`config.mk`:
```
export PLATFORM = sky130hd
export DESIGN_NAME = lock_sequencer
export DESIGN_NICKNAME = d
export VERILOG_FILES = /design/src/rtl/lock_sequencer.sv
export SDC_FILE = /design/constraint.sdc
export NUM_CORES = 1
export LEC_CHECK = 0
export CORE_MARGIN = 1
export CORE_UTILIZATION = 58
export CTS_BUF_LIST = sky130_fd_sc_hd__clkbuf_8 sky130_fd_sc_hd__clkbuf_16
export DETAILED_ROUTE_END_ITERATION = 7
export PLACE_DENSITY = 0.76
export SETUP_SLACK_MARGIN = 0.05
export SLEW_MARGIN = 40
export SYNTH_ARGS = -nofsm -noshare
export SYNTH_HDL_FRONTEND = slang
export SYNTH_SLANG_ARGS = --single-unit
```
`constraint.sdc`:
```
create_clock -name clock -period 6 [get_ports clock]
set_input_delay 1.2 -clock clock [delete_from_list [all_inputs] [get_ports clock]]
set_output_delay 1.2 -clock clock [all_outputs]
set_load 0.05 [all_outputs]
```
`src/rtl/lock_sequencer.sv`:
```
// Multi-digit combination-lock controller: digit-by-digit entry against a stored code,
// failure counting with timed lockout and terminal alarm, and an atomic staged code change.
module lock_sequencer #(
    parameter int             DIGITS         = 4,
    parameter int             DW             = 4,
    parameter int             MAX_FAILS      = 3,
    parameter int             LOCKOUT_CYCLES = 50000000,
    parameter logic [DW-1:0]  DEFAULT_DIGIT  = 4'b0110,
    localparam int            IW = (DIGITS > 1) ? $clog2(DIGITS) : 1,
    localparam int            FW = $clog2(MAX_FAILS + 1),
    localparam int            TW = (LOCKOUT_CYCLES > 1) ? $clog2(LOCKOUT_CYCLES) : 1
) (
    input  logic          clock,
    input  logic          reset,
    input  logic [DW-1:0] X,
    input  logic          enter_pulse,
    input  logic          change_pulse,
    output logic          open,
    output logic          new_code,
    output logic          alarm,
    output logic          locked,
    output logic [IW-1:0] digit_index,
    output logic [FW-1:0] fail_count
);

    typedef enum logic [2:0] {IDLE, OPEN, CHANGE, LOCKOUT, ALARM} state_t;

    state_t        state;
    logic [DW-1:0] code  [DIGITS];
    logic [DW-1:0] stage [DIGITS];
    logic [IW-1:0] idx;
    logic          mismatch;
    logic [TW-1:0] timer;
    logic [FW-1:0] fails;

    logic last_digit;
    logic miss_now;

    assign last_digit = (idx == IW'(DIGITS - 1));
    assign miss_now   = mismatch | (X != code[idx]);

    always_ff @(posedge clock) begin
        if (reset) begin
            state    <= IDLE;
            idx      <= '0;
            mismatch <= 1'b0;
            timer    <= '0;
            fails    <= '0;
            for (int i = 0; i < DIGITS; i++) begin
                code[i]  <= DEFAULT_DIGIT;
                stage[i] <= DEFAULT_DIGIT;
            end
        end else begin
            case (state)
                IDLE: begin
                    // A change strobe only discards the partial entry; it never counts as a failure.
                    if (change_pulse) begin
                        idx      <= '0;
                        mismatch <= 1'b0;
                    end else if (enter_pulse) begin
                        if (last_digit) begin
                            idx      <= '0;
                            mismatch <= 1'b0;
                            if (!miss_now) begin
                                state <= OPEN;
                                fails <= '0;
                            end else if (int'(fails) + 1 == MAX_FAILS) begin
                                state <= ALARM;
                                fails <= FW'(MAX_FAILS);
                            end else begin
                                state <= LOCKOUT;
                                fails <= fails + FW'(1);
                                timer <= TW'(LOCKOUT_CYCLES - 1);
                            end
                        end else begin
                            idx      <= idx + IW'(1);
                            mismatch <= miss_now;
                        end
                    end
                end
                OPEN: begin
                    if (change_pulse) begin
                        state <= CHANGE;
                        idx   <= '0;
                    end else if (enter_pulse) begin
                        state <= IDLE;
                    end
                end
                CHANGE: begin
                    if (change_pulse) begin
                        state <= IDLE;
                        idx   <= '0;
                    end else if (enter_pulse) begin
                        stage[idx] <= X;
                        if (last_digit) begin
                            // Commit in one edge, folding in the digit arriving right now.
                            for (int i = 0; i < DIGITS; i++) begin
                                code[i] <= (IW'(i) == idx) ? X : stage[i];
                            end
                            idx   <= '0;
                            state <= IDLE;
                        end else begin
                            idx <= idx + IW'(1);
                        end
                    end
                end
                LOCKOUT: begin
                    if (timer == '0) begin
                        state <= IDLE;
                    end else begin
                        timer <= timer - TW'(1);
                    end
                end
                ALARM: begin
                    state <= ALARM;
                end
                default: begin
                    state <= IDLE;
                end
            endcase
        end
    end

    assign open        = (state == OPEN);
    assign new_code    = (state == CHANGE);
    assign alarm       = (state == ALARM);
    assign locked      = (state == LOCKOUT);
    assign digit_index = idx;
    assign fail_count  = fails;

endmodule
```
Yosys cells after proc, flatten, opt, wreduce, memory -nomap -nowiden
Memory sizes are Yosys's and may differ from the RTL's. A register that Yosys moved wholly into a read port is not among the register bits. Cells that the tools add are included.

Memories kept: 2. Input bits: 8. Logic and storage cells: 107. RAM bits: 32. Bits in registers: 34.

Equality and inequality tests: 22. Bitwise gates (word level): 6. Add/subtract/negate cells: 4. Reductions and logical operators: 13. Multiplexer cells: 55.

Memory list: code (depth 4, width 4, read ports 1, clocked after Yosys merged registers in 1, wr ports 4, RTL line 29) `logic [DW-1:0] code [DIGITS];`; stage (depth 4, width 4, read ports 4, clocked after Yosys merged registers in 0, wr ports 4, RTL line 30) `logic [DW-1:0] stage [DIGITS];`.

Operators by type and width (number): two-way mux 26 bit (6); case mux 26 bit (2 select lines) (1); two-way mux 4 bit (9); two-way mux 3 bit (11); zero test 26 bit (1); subtractor 26 x 1 -> 26 bit, second input constant (1); two-way mux 2 bit (9); two-way mux 1 bit (17); case mux 3 bit (5 select lines) (1); != test 2 bit, second input constant (7); AND reduction 7 bit (2); == test 3 x 2 -> 1 bit, second input constant (3); != test 3 bit, second input constant (2); nonzero test 2 bit (3); OR 1 bit (5); adder 2 x 1 -> 2 bit, second input constant (2); == test 2 bit, first input constant (2); != test 4 bit (1); case mux 2 bit (2 select lines) (1); AND reduction 4 bit (1); OR reduction 4 bit (1); adder 2 x 1 -> 3 bit, second input constant (1); == test 3 x 1 -> 1 bit, second input constant (1); == test 3 bit, second input constant (1); other kinds (11) (11).

Logic depth before layout (Yosys ltp)
Gate-level depths: netlist of run 1.

Depth in word-level cells: 8. Mapped depth: 9. Mapped depth without buffers: 8.

Worst setup path after synthesis of run 1
Ideal clock, no wire load.

Path type: reg-to-output. From: register state[0]. To: output port locked. Data arrival time: 1732 ps. Cell stages (with the launch flop): 6. Slack: 3068 ps. Required time: 4800 ps. Path through: dfxtp_1 -> nor2b_1 -> nand2_1 -> inv_1 -> clkbuf_1 -> clkbuf_1.

Cells in the longest elaborated chain, start to end: 1.

Ends and longest elaborated chain: from (decl) (RTL line 28) `state_t state;`; from (signal assigned) (RTL line 44) `state <= IDLE;`; from (signal assigned) (RTL line 65) `state <= OPEN;`; from (signal assigned) (RTL line 68) `state <= ALARM;`; == test 3 x 2 -> 1 bit (RTL line 127) `assign locked = (state == LOCKOUT);`; to (decl) (RTL line 21) `output logic locked,`.

No other way between the ends.

Worst setup path after layout of run 1
Ends and elaborated chain as after synthesis.

==> flow_summary.yaml, run 1 <==
global_routing:
  antenna_found_initial: 0
  grt_max_degree: 41
  grt_pass1_wl_um: 12100
  grt_pass1_vias: 2611
  gr-total-overflow: 0
  grtUsageTotal_pct: 25.5
synthesis:
  ys.flop_type: "dfxtp_1"
  ys_seq_area_share_pct: 45.7
  syn_area_per_cell_um2: 9.47
  syn_inst: 361
  synth_edf_count: 28
  synthDistinctLibCells: 59
  netlist_area_mm2: 0.00342
  ys_warn_count: 0
  async_reset_ff_share_pct: 0
  syn_nets: 375
  ys_seq_elements: 64
timing:
  finalClockSkew_ns: 0.00966
  period_minus_slack_ns: 3.50
  relSlewSlack_pct: 54.5
  rsz0062_at_grt: "no"
  tns_ns: 0
  period_share_pct: 58.3
  drv_slew: 0
  setup_viol: 0
  fmax_mhz: 286
  whs_ns: 0.477
  hold_viol_final: 0
  tightest_slew_ns: 0.677
placed_design:
  portBuffers: 15
  place.gp.congestion: 0.786
  dp.cells: 427
  hpwlAfterDp_um: 4920
  placed_cell_area_mm2: 0.00355
cts:
  clk_latency_ns: 0.33
  clockBufferDepth: 2
  cts-resized-gates: 0
  cts_sinks: 64
  numCtsBuffers: 9
  cts-htree-levels: 3
  cts-root-buf: "clkbuf_8"
  cts_tree: "yes"
  post_cts_buffers: 0
  clk_pin_slew_ns: 0.07
  hold_buffers: 0
layout:
  final_cell_mix: "nor2_1, dfxtp_1, nand2_1"
  stdcell_count: 443
  final_nets: 380
  diodes: 0
  layout_commonest_cell: "nor2_1"
  final_layout_size_suffix_gt1_share_pct: 9.43
  area_delta_synth_final_pct: 9.88
  final_area_mm2: 0.00376
critical_path:
  startpoint_type: "flop"
  required_ns: 4.80
  worstSetupEndpointType: "output pin"
  criticalPathCategory: "reg2out"
  regToRegSetupSlack_ns: 3.36
  path_buf_inv: 2
  arrival_ns: 2.30
  slowest_stage: "clkdlybuf4s50_1"
  cp_cell_sequence: "nor2b_1, nand2_1, inv_1, clkdlybuf4s50_1"
  crit_family: "buffers and inverters"
  cp_max_fo: 15
  critPathMaxStageDelay_ns: 0.82
pwr:
  p_sw_w: 0.000191
  p_leak_nw: 1.27
  p_int_w: 0.000702
  seq_power_share_pct: 51.8
  clock_power_share_pct: 43.7
  worst_ir_drop_vdd_uv: 151
  netSwitchingFraction_pct: 21.4
  p_comb_share_pct: 4.5
  power_density_mw_per_mm2: 238
floorplanning:
  rows: 27
  initial_utilization_pct: 61.0
  die_h_um: 78.8
  io_pins: 16
  die_width_um: 78.8
  core_area_mm2: 0.00561
  fp.dieArea_mm2: 0.00620
drt:
  first_pass_iters: 4
  postRouteAntennaNets: 0
  vias: 2749
  drtIter0Drc: 231
  avgRoutedWirePerCell_um: 16.1
  wirelength_um: 7110
  viasPerCell: 6.21
  drc: 0
run:
  cap_viol_max_count: 0
status:
  status: "complete, no violations"
worst_hold_path:
  min_path_type: "reg2reg"
[state kept, by name (all words and copies together) (netlist names), named ones only]
signal and count:
mismatch 1, fail_count 2, stage 12, code 16
timer 26, digit_index 2, state 3
[synthesized netlist by cell type, types with 3 or more instances]
cell type	number	area [µm²]
nand2b_1	8	50.1
nor3b_1	5	37.5
a211oi_2	4	50.1
ha_1	6	75.1
a211oi_1	8	60.1
nand2_1	33	124
nand3_1	5	25.0
nor2_1	44	165
nor3_1	19	95.1
clkbuf_1	13	48.8
o21ai_0	11	55.1
edfxtp_1	28	841
buf_1	3	11.3
a311oi_1	9	78.8
nor4_1	12	75.1
xnor2_1	4	35.0
or2_2	3	18.8
and2_1	4	25.0
mux2i_1	16	160
inv_1	13	48.8
a31oi_1	4	25.0
a21oi_1	23	115
mux4_2	3	67.6
o211ai_1	3	22.5
dfxtp_1	36	721
or4_1	3	22.5
[path summary, 6_finish.rpt]
check                                    from            end  cells past startpoint
worst max-delay path                 state[0]         locked                      4
worst min-delay path            fail_count[0]  fail_count[0]                      2
worst max register to register      timer[13]      timer[11]                      6
worst min register to register  fail_count[0]  fail_count[0]                      2
[worst reg2reg max path: cells and delay by family (launching register included)]
family	cells	cell delay [ns]
simple gates	3	1.70
compound gates	3	0.45
flops	1	0.36
[cell families (layout without fill, tap and decap cells)]
family	count (synthesis)	in the layout	synth area share (%)
AO/OA/AOI/OAI	77	77	16.2
XOR/XNOR	5	5	1.28
adder cells (fa/ha/maj)	6	6	2.20
buffers and inverters	36	46	4.98
flip-flops	64	64	45.7
multiplexers	19	19	6.66
AND/OR/NAND/NOR	154	154	23.0
[power by group through the flow]
stage	registers (W)	logic [W]	clock network, W
floorplan	0.000471	0.0000266	0
global placement	0.000472	0.0000391	0
detailed placement	0.000472	0.0000398	0
CTS	0.000463	0.0000400	0.000397
global route	0.000463	0.0000439	0.000412
finish	0.000463	0.0000400	0.000390
[metal layers]
| metal | global-route usage, % | part of all wire, % | up-vias |
|---|---|---|---|
| met1 | 31.1 | 44 | 1333 |
| met5 | 0 | 0 | - |
| met2 | 43.4 | 51 | 64 |
| li1 | - | - | 1344 |
| met4 | 11.5 | 1.2 | 0 |
| met3 | 5.29 | 3.6 | 8 |
[final cells by class]
cell class                      count  area (µm²)
Tap cell                           72        90.1
Clock buffer                        9         124
Clock inverter                      7        80.1
Multi-Input combinational cell    261        1690
Sequential cell                    64        1560
Timing Repair Buffer               17         165
Fill cell                         473        1850
Inverter                           13        48.8
[stage by stage]
step / util [%] / worst slack, ns / power (W)
2_1_floorplan: - / 3.07 / 0.000497
3_3_place_gp: 63.3 / 2.59 / 0.000511
3_5_place_dp: 63.3 / 2.51 / 0.000512
4_1_cts: 67.0 / 2.45 / 0.000899
5_1_grt: 67.0 / 2.29 / 0.000919
6_report: 67.0 / 2.50 / 0.000893
Note: power is estimated with default switching activity, not from simulation.
==> run 2, diff against run 1 <==
--- a/config.mk
+++ b/config.mk
@@ -6,10 +6,10 @@
 export NUM_CORES = 1
 export LEC_CHECK = 0
 export CORE_MARGIN = 1
-export CORE_UTILIZATION = 58
+export CORE_UTILIZATION = 54
 export CTS_BUF_LIST = sky130_fd_sc_hd__clkbuf_8 sky130_fd_sc_hd__clkbuf_16
 export DETAILED_ROUTE_END_ITERATION = 7
-export PLACE_DENSITY = 0.76
+export PLACE_DENSITY = 0.74
 export SETUP_SLACK_MARGIN = 0.05
 export SLEW_MARGIN = 40
 export SYNTH_ARGS = -nofsm -noshare
==> constraint.sdc (replaced) <==
create_clock -name clock -period 3 [get_ports clock]
set_input_delay 0.6 -clock clock [delete_from_list [all_inputs] [get_ports clock]]
set_output_delay 0.6 -clock clock [all_outputs]
set_load 0.05 [all_outputs]
==> run 2 against run 1 <==
Global-route usage fell by 2.3 points. Final cell count increased by 2.3%. Largest power group unchanged. Sequential power grew 100%. Utilization is 3.2 points lower. Critical endpoint is now timer[9]. Via count is 2.2% lower. Die area is 7.2% higher. Worst setup slack worse by 2.1 ns. Combinational power rose by 110%. Non-clock buffer count up 7. Final area rose by 2.3%.
==> flow_summary.yaml, run 2 (synthesis results as in run 1) <==
global_routing:
  gr-total-overflow: 0
  antenna_found_initial: 0
  grtUsageTotal_pct: 23.3
  grt_max_degree: 32
  grt_pass1_vias: 2488
  grt_pass1_wl_um: 11700
layout:
  largest_reg_flops: 26
  regMostFlops: "timer"
  final_core_util_pct: 63.8
  final_cell_mix: "nor2_1, dfxtp_1, nand2_1"
  layout_commonest_cell: "nor2_1"
  final_nets: 387
  diodes: 0
  area_delta_synth_final_pct: 12.4
  nFillCells: 506
  reg_top3: "timer x26, code x16, stage x12"
  final_layout_size_suffix_gt1_share_pct: 11.9
drt:
  vias: 2689
  viasPerCell: 5.94
  wirelength_um: 7250
  first_pass_iters: 4
  drc: 0
  avgRoutedWirePerCell_um: 16.0
  postRouteAntennaNets: 0
  drtIter0Drc: 110
timing:
  period_share_pct: 85.2
  hold_viol_final: 0
  relSlewSlack_pct: 60.2
  tns_ns: 0
  drv_slew: 0
  finalWorstSetupSlack_ns: 0.443
  fmax_mhz: 391
  tightest_slew_ns: 0.596
  whs_ns: 0.477
  finalClockSkew_ns: 0.0102
  rsz0062_at_grt: "no"
  setup_viol: 0
  period_minus_slack_ns: 2.56
critical_path:
  arrival_ns: 2.82
  startpoint_type: "flop"
  worstSetupEndpointType: "flop"
  cp_max_fo: 23
  required_ns: 3.26
  criticalPathCategory: "reg2reg"
pwr:
  power_w: 0.00184
  power_density_mw_per_mm2: 478
  p_leak_nw: 1.32
  worst_ir_drop_vdd_uv: 251
cts:
  hold_buffers: 0
  cts-resized-gates: 0
  cts_sinks: 64
  clockBufferDepth: 2
  numCtsBuffers: 9
  cts_tree: "yes"
  post_cts_buffers: 0
  cts-htree-levels: 3
  clk_latency_ns: 0.34
  cts-root-buf: "clkbuf_8"
  clk_pin_slew_ns: 0.07
floorplanning:
  die_width_um: 81.6
  rows: 28
  io_pins: 16
  initial_utilization_pct: 56.7
  fp.dieArea_mm2: 0.00665
  core_area_mm2: 0.00603
  die_h_um: 81.6
placed_design:
  portBuffers: 15
  place.gp.congestion: 0.833
  hpwlAfterDp_um: 4960
  pre_cts_ws_ns: 0.219
run:
  cap_viol_max_count: 0
status:
  status: "complete, no violations"
worst_hold_path:
  min_path_type: "reg2reg"
-- run 2: cell count changes in the layout (fill, tap and decap cells not counted) --
| cell | previous run | this run |
|---|---|---|
| buf_12 | 0 | 1 |
| buf_4 | 2 | 9 |
| clkbuf_8 | 9 | 11 |
| clkdlybuf4s50_1 | 15 | 14 |
| clkinv_1 | 2 | 0 |
-- run 2: area by class of cell --
class / instances / area (µm²) / share of cell area (%)
Sequential cell: 64 / 1560 / 40.6
Clock buffer: 11 / 151 / 3.94
Timing Repair Buffer: 24 / 228 / 5.93
Tap cell: 75 / 93.8 / 2.44
Clock inverter: 5 / 72.6 / 1.89
Inverter: 13 / 48.8 / 1.27
Multi-Input combinational cell: 261 / 1690 / 43.9
-- run 2: power by group --
part           leakage [nW]  switching [W]  internal, W
Combinational         0.662      0.0000481    0.0000344
Clock                 0.122       0.000323     0.000506
Sequential            0.535     0.00000814     0.000916
-- run 2: per-stage QoR --
| step | cells | cell area [µm²] |
|---|---|---|
| final | 453 | 3840 |
| after global routing | 453 | 3840 |
| after CTS | 453 | 3840 |
| after detailed placement | 437 | 3620 |
| after global placement | 437 | 3620 |
| after floorplan | 361 | 3420 |
-- run 2: routing by layer --
| layer | wire [µm] | track usage, % | share of wire [%] |
|---|---|---|---|
| met5 | 0 | 0 | 0 |
| met3 | 181 | 3.56 | 2.5 |
| met2 | 3570 | 38.8 | 49 |
| met4 | 90 | 11.3 | 1.2 |
| met1 | 3420 | 29.4 | 47 |
-- run 2: critical path: stages, from the launching register on --
cell and delay (ns):
dfxtp_1 0.50, mux4_2 0.56, xnor2_1 0.14, a2111o_2 0.55
a31o_4 0.38, o211a_1 0.17, nor3_1 0.16
-- run 2: worst paths after layout --
path,from,endpoint,slack [ns],cells after the start
max,flop,timer[9],0.44,6
min,timer[12],timer[12],0.48,1
max reg2reg,flop,timer[9],0.44,6
min reg2reg,timer[12],timer[12],0.48,1
==> run 3, diff against run 2 <==
--- a/config.mk
+++ b/config.mk
@@ -6,10 +6,10 @@
 export NUM_CORES = 1
 export LEC_CHECK = 0
 export CORE_MARGIN = 1
-export CORE_UTILIZATION = 54
+export CORE_UTILIZATION = 39
 export CTS_BUF_LIST = sky130_fd_sc_hd__clkbuf_8 sky130_fd_sc_hd__clkbuf_16
 export DETAILED_ROUTE_END_ITERATION = 7
-export PLACE_DENSITY = 0.74
+export PLACE_DENSITY = 0.57
 export SETUP_SLACK_MARGIN = 0.05
 export SLEW_MARGIN = 40
 export SYNTH_ARGS = -nofsm -noshare
==> run 3 against run 2 <==
First-iteration DRC count grew 0.91%. Largest power group unchanged. Critical path depth is the same. Critical endpoint unchanged. Non-clock buffer count grew 5. Total power shrank 0.20%. Sequential power is essentially flat. Worst setup slack lost 0.054 ns. Final area grew 1.9%. Utilization shrank 17 points. Sequential share of layout area shrank 0.74 points. Hold slack gained 0.0098 ns. Clock power shrank 0.5%. Combinational power grew 4.8%.
==> flow_summary.yaml, run 3 (synthesis results as in run 1) <==
drt:
  vias: 2695
  drtIter0Drc: 111
  postRouteAntennaNets: 0
  avgRoutedWirePerCell_um: 15.2
  drc: 0
  viasPerCell: 5.52
  first_pass_iters: 4
  wirelength_um: 7420
pwr:
  power_w: 0.00183
  worst_ir_drop_vdd_uv: 208
  p_leak_nw: 1.33
  power_density_mw_per_mm2: 468
placed_design:
  place.gp.congestion: 0.771
  hpwlAfterDp_um: 5250
  portBuffers: 15
  pre_cts_ws_ns: 0.236
  dp.cells: 472
critical_path:
  cp_cell_sequence: "mux4_2, xnor2_1, a2111o_2, a31o_4, o211a_1, nor3_1"
  required_ns: 3.28
  arrival_ns: 2.89
  slowest_stage: "mux4_2"
  critPathMaxStageDelay_ns: 0.58
  startpoint_type: "flop"
  cp_max_fo: 23
  criticalPathCategory: "reg2reg"
  worstSetupEndpointType: "flop"
floorplanning:
  io_pins: 16
  die_h_um: 95.6
  die_width_um: 95.6
  initial_utilization_pct: 41.0
  core_area_mm2: 0.00834
  rows: 33
  fp.dieArea_mm2: 0.00914
layout:
  final_layout_size_suffix_gt1_share_pct: 13.6
  layout_commonest_cell: "nor2_1"
  nFillCells: 788
  largest_reg_flops: 26
  multi_input_area_mm2: 0.00169
  reg_top3: "timer x26, code x16, stage x12"
  seq_area_mm2: 0.00156
  regMostFlops: "timer"
  diodes: 0
  final_cell_mix: "nor2_1, dfxtp_1, nand2_1"
  final_nets: 392
  stdcell_count: 488
  area_delta_synth_final_pct: 14.5
cts:
  numCtsBuffers: 9
  clockBufferDepth: 2
  clk_latency_ns: 0.35
  cts-resized-gates: 0
  cts_sinks: 64
  hold_buffers: 0
  cts-htree-levels: 3
  cts-root-buf: "clkbuf_8"
  cts_tree: "yes"
  clk_pin_slew_ns: 0.08
  post_cts_buffers: 0
timing:
  finalWorstSetupSlack_ns: 0.390
  fmax_mhz: 383
  drv_slew: 0
  tightest_slew_ns: 0.586
  hold_viol_final: 0
  tns_ns: 0
  rsz0062_at_grt: "no"
  relSlewSlack_pct: 60.9
  period_minus_slack_ns: 2.61
  finalClockSkew_ns: 0.0109
  period_share_pct: 87.0
  setup_viol: 0
worst_hold_path:
  min_path_type: "reg2reg"
global_routing:
  grt_max_degree: 24
  gr-total-overflow: 0
  grt_pass1_vias: 2573
  grt_pass1_wl_um: 12500
  antenna_found_initial: 0
  grtUsageTotal_pct: 18.2
run:
  cap_viol_max_count: 0
status:
  status: "complete, no violations"
==> run 3: cell types whose count changed in the layout (fill, tap and decap cells not counted), sizes merged <==
cell	previous run	this run
buf	10	15
clkinvlp	0	3
clkbuf	11	9
inv	15	13
clkinv	1	2
==> run 3: cell type report <==
class,instances,area share [%]
flip-flops and latches,64,39.9
clock buffers,9,3.16
multi-input cells,261,43.1
inverters,13,1.25
well taps,105,3.36
repair buffers,29,6.78
clock inverters,7,2.46
==> run 3: worst max-delay path: cells and delay by family, from the launching register on <==
kind | cells | cell delay [ns]
muxes | 1 | 0.58
xor gates and xnor gates | 1 | 0.17
DFF | 1 | 0.52
and+or+nand+nor | 1 | 0.14
AOI/OAI and AO/OA | 3 | 1.10
==> run 3: path summary, 6_finish.rpt <==
check / start / slack [ns] / endpoint / cells after the start
worst max register to register: flop / 0.39 / timer[9] / 6
worst min register to register: timer[16] / 0.49 / timer[16] / 1
worst max-delay path: flop / 0.39 / timer[9] / 6
worst min-delay path: timer[16] / 0.49 / timer[16] / 1
==> run 3: metal layers <==
layer / track usage, % / up-vias / share of wire, % / wire length, µm
met5: 0 / - / 0 / 0
met3: 4.15 / 16 / 3.0 / 222
met4: 9.08 / 0 / 2.6 / 196
li1: - / 1371 / - / -
met2: 29.5 / 42 / 47 / 3490
met1: 22.8 / 1266 / 47 / 3510
==> run 3: metrics by stage <==
stage | hold slack, ns | instance area, µm² | util [%]
after floorplan | 0.440 | 3420 | -
after global placement | 0.469 | 3690 | 44.3
after detailed placement | 0.476 | 3690 | 44.3
after CTS | 0.489 | 3910 | 46.9
after global routing | 0.507 | 3910 | 46.9
final | 0.487 | 3910 | 46.9
==> run 3: where the power goes <==
part / switching, W / internal [W] / total [W]
clock: 0.000358 / 0.000467 / 0.000825
combinational: 0.0000505 / 0.0000360 / 0.0000865
sequential: 0.00000573 / 0.000916 / 0.000922
total: 0.000414 / 0.00142 / 0.00183
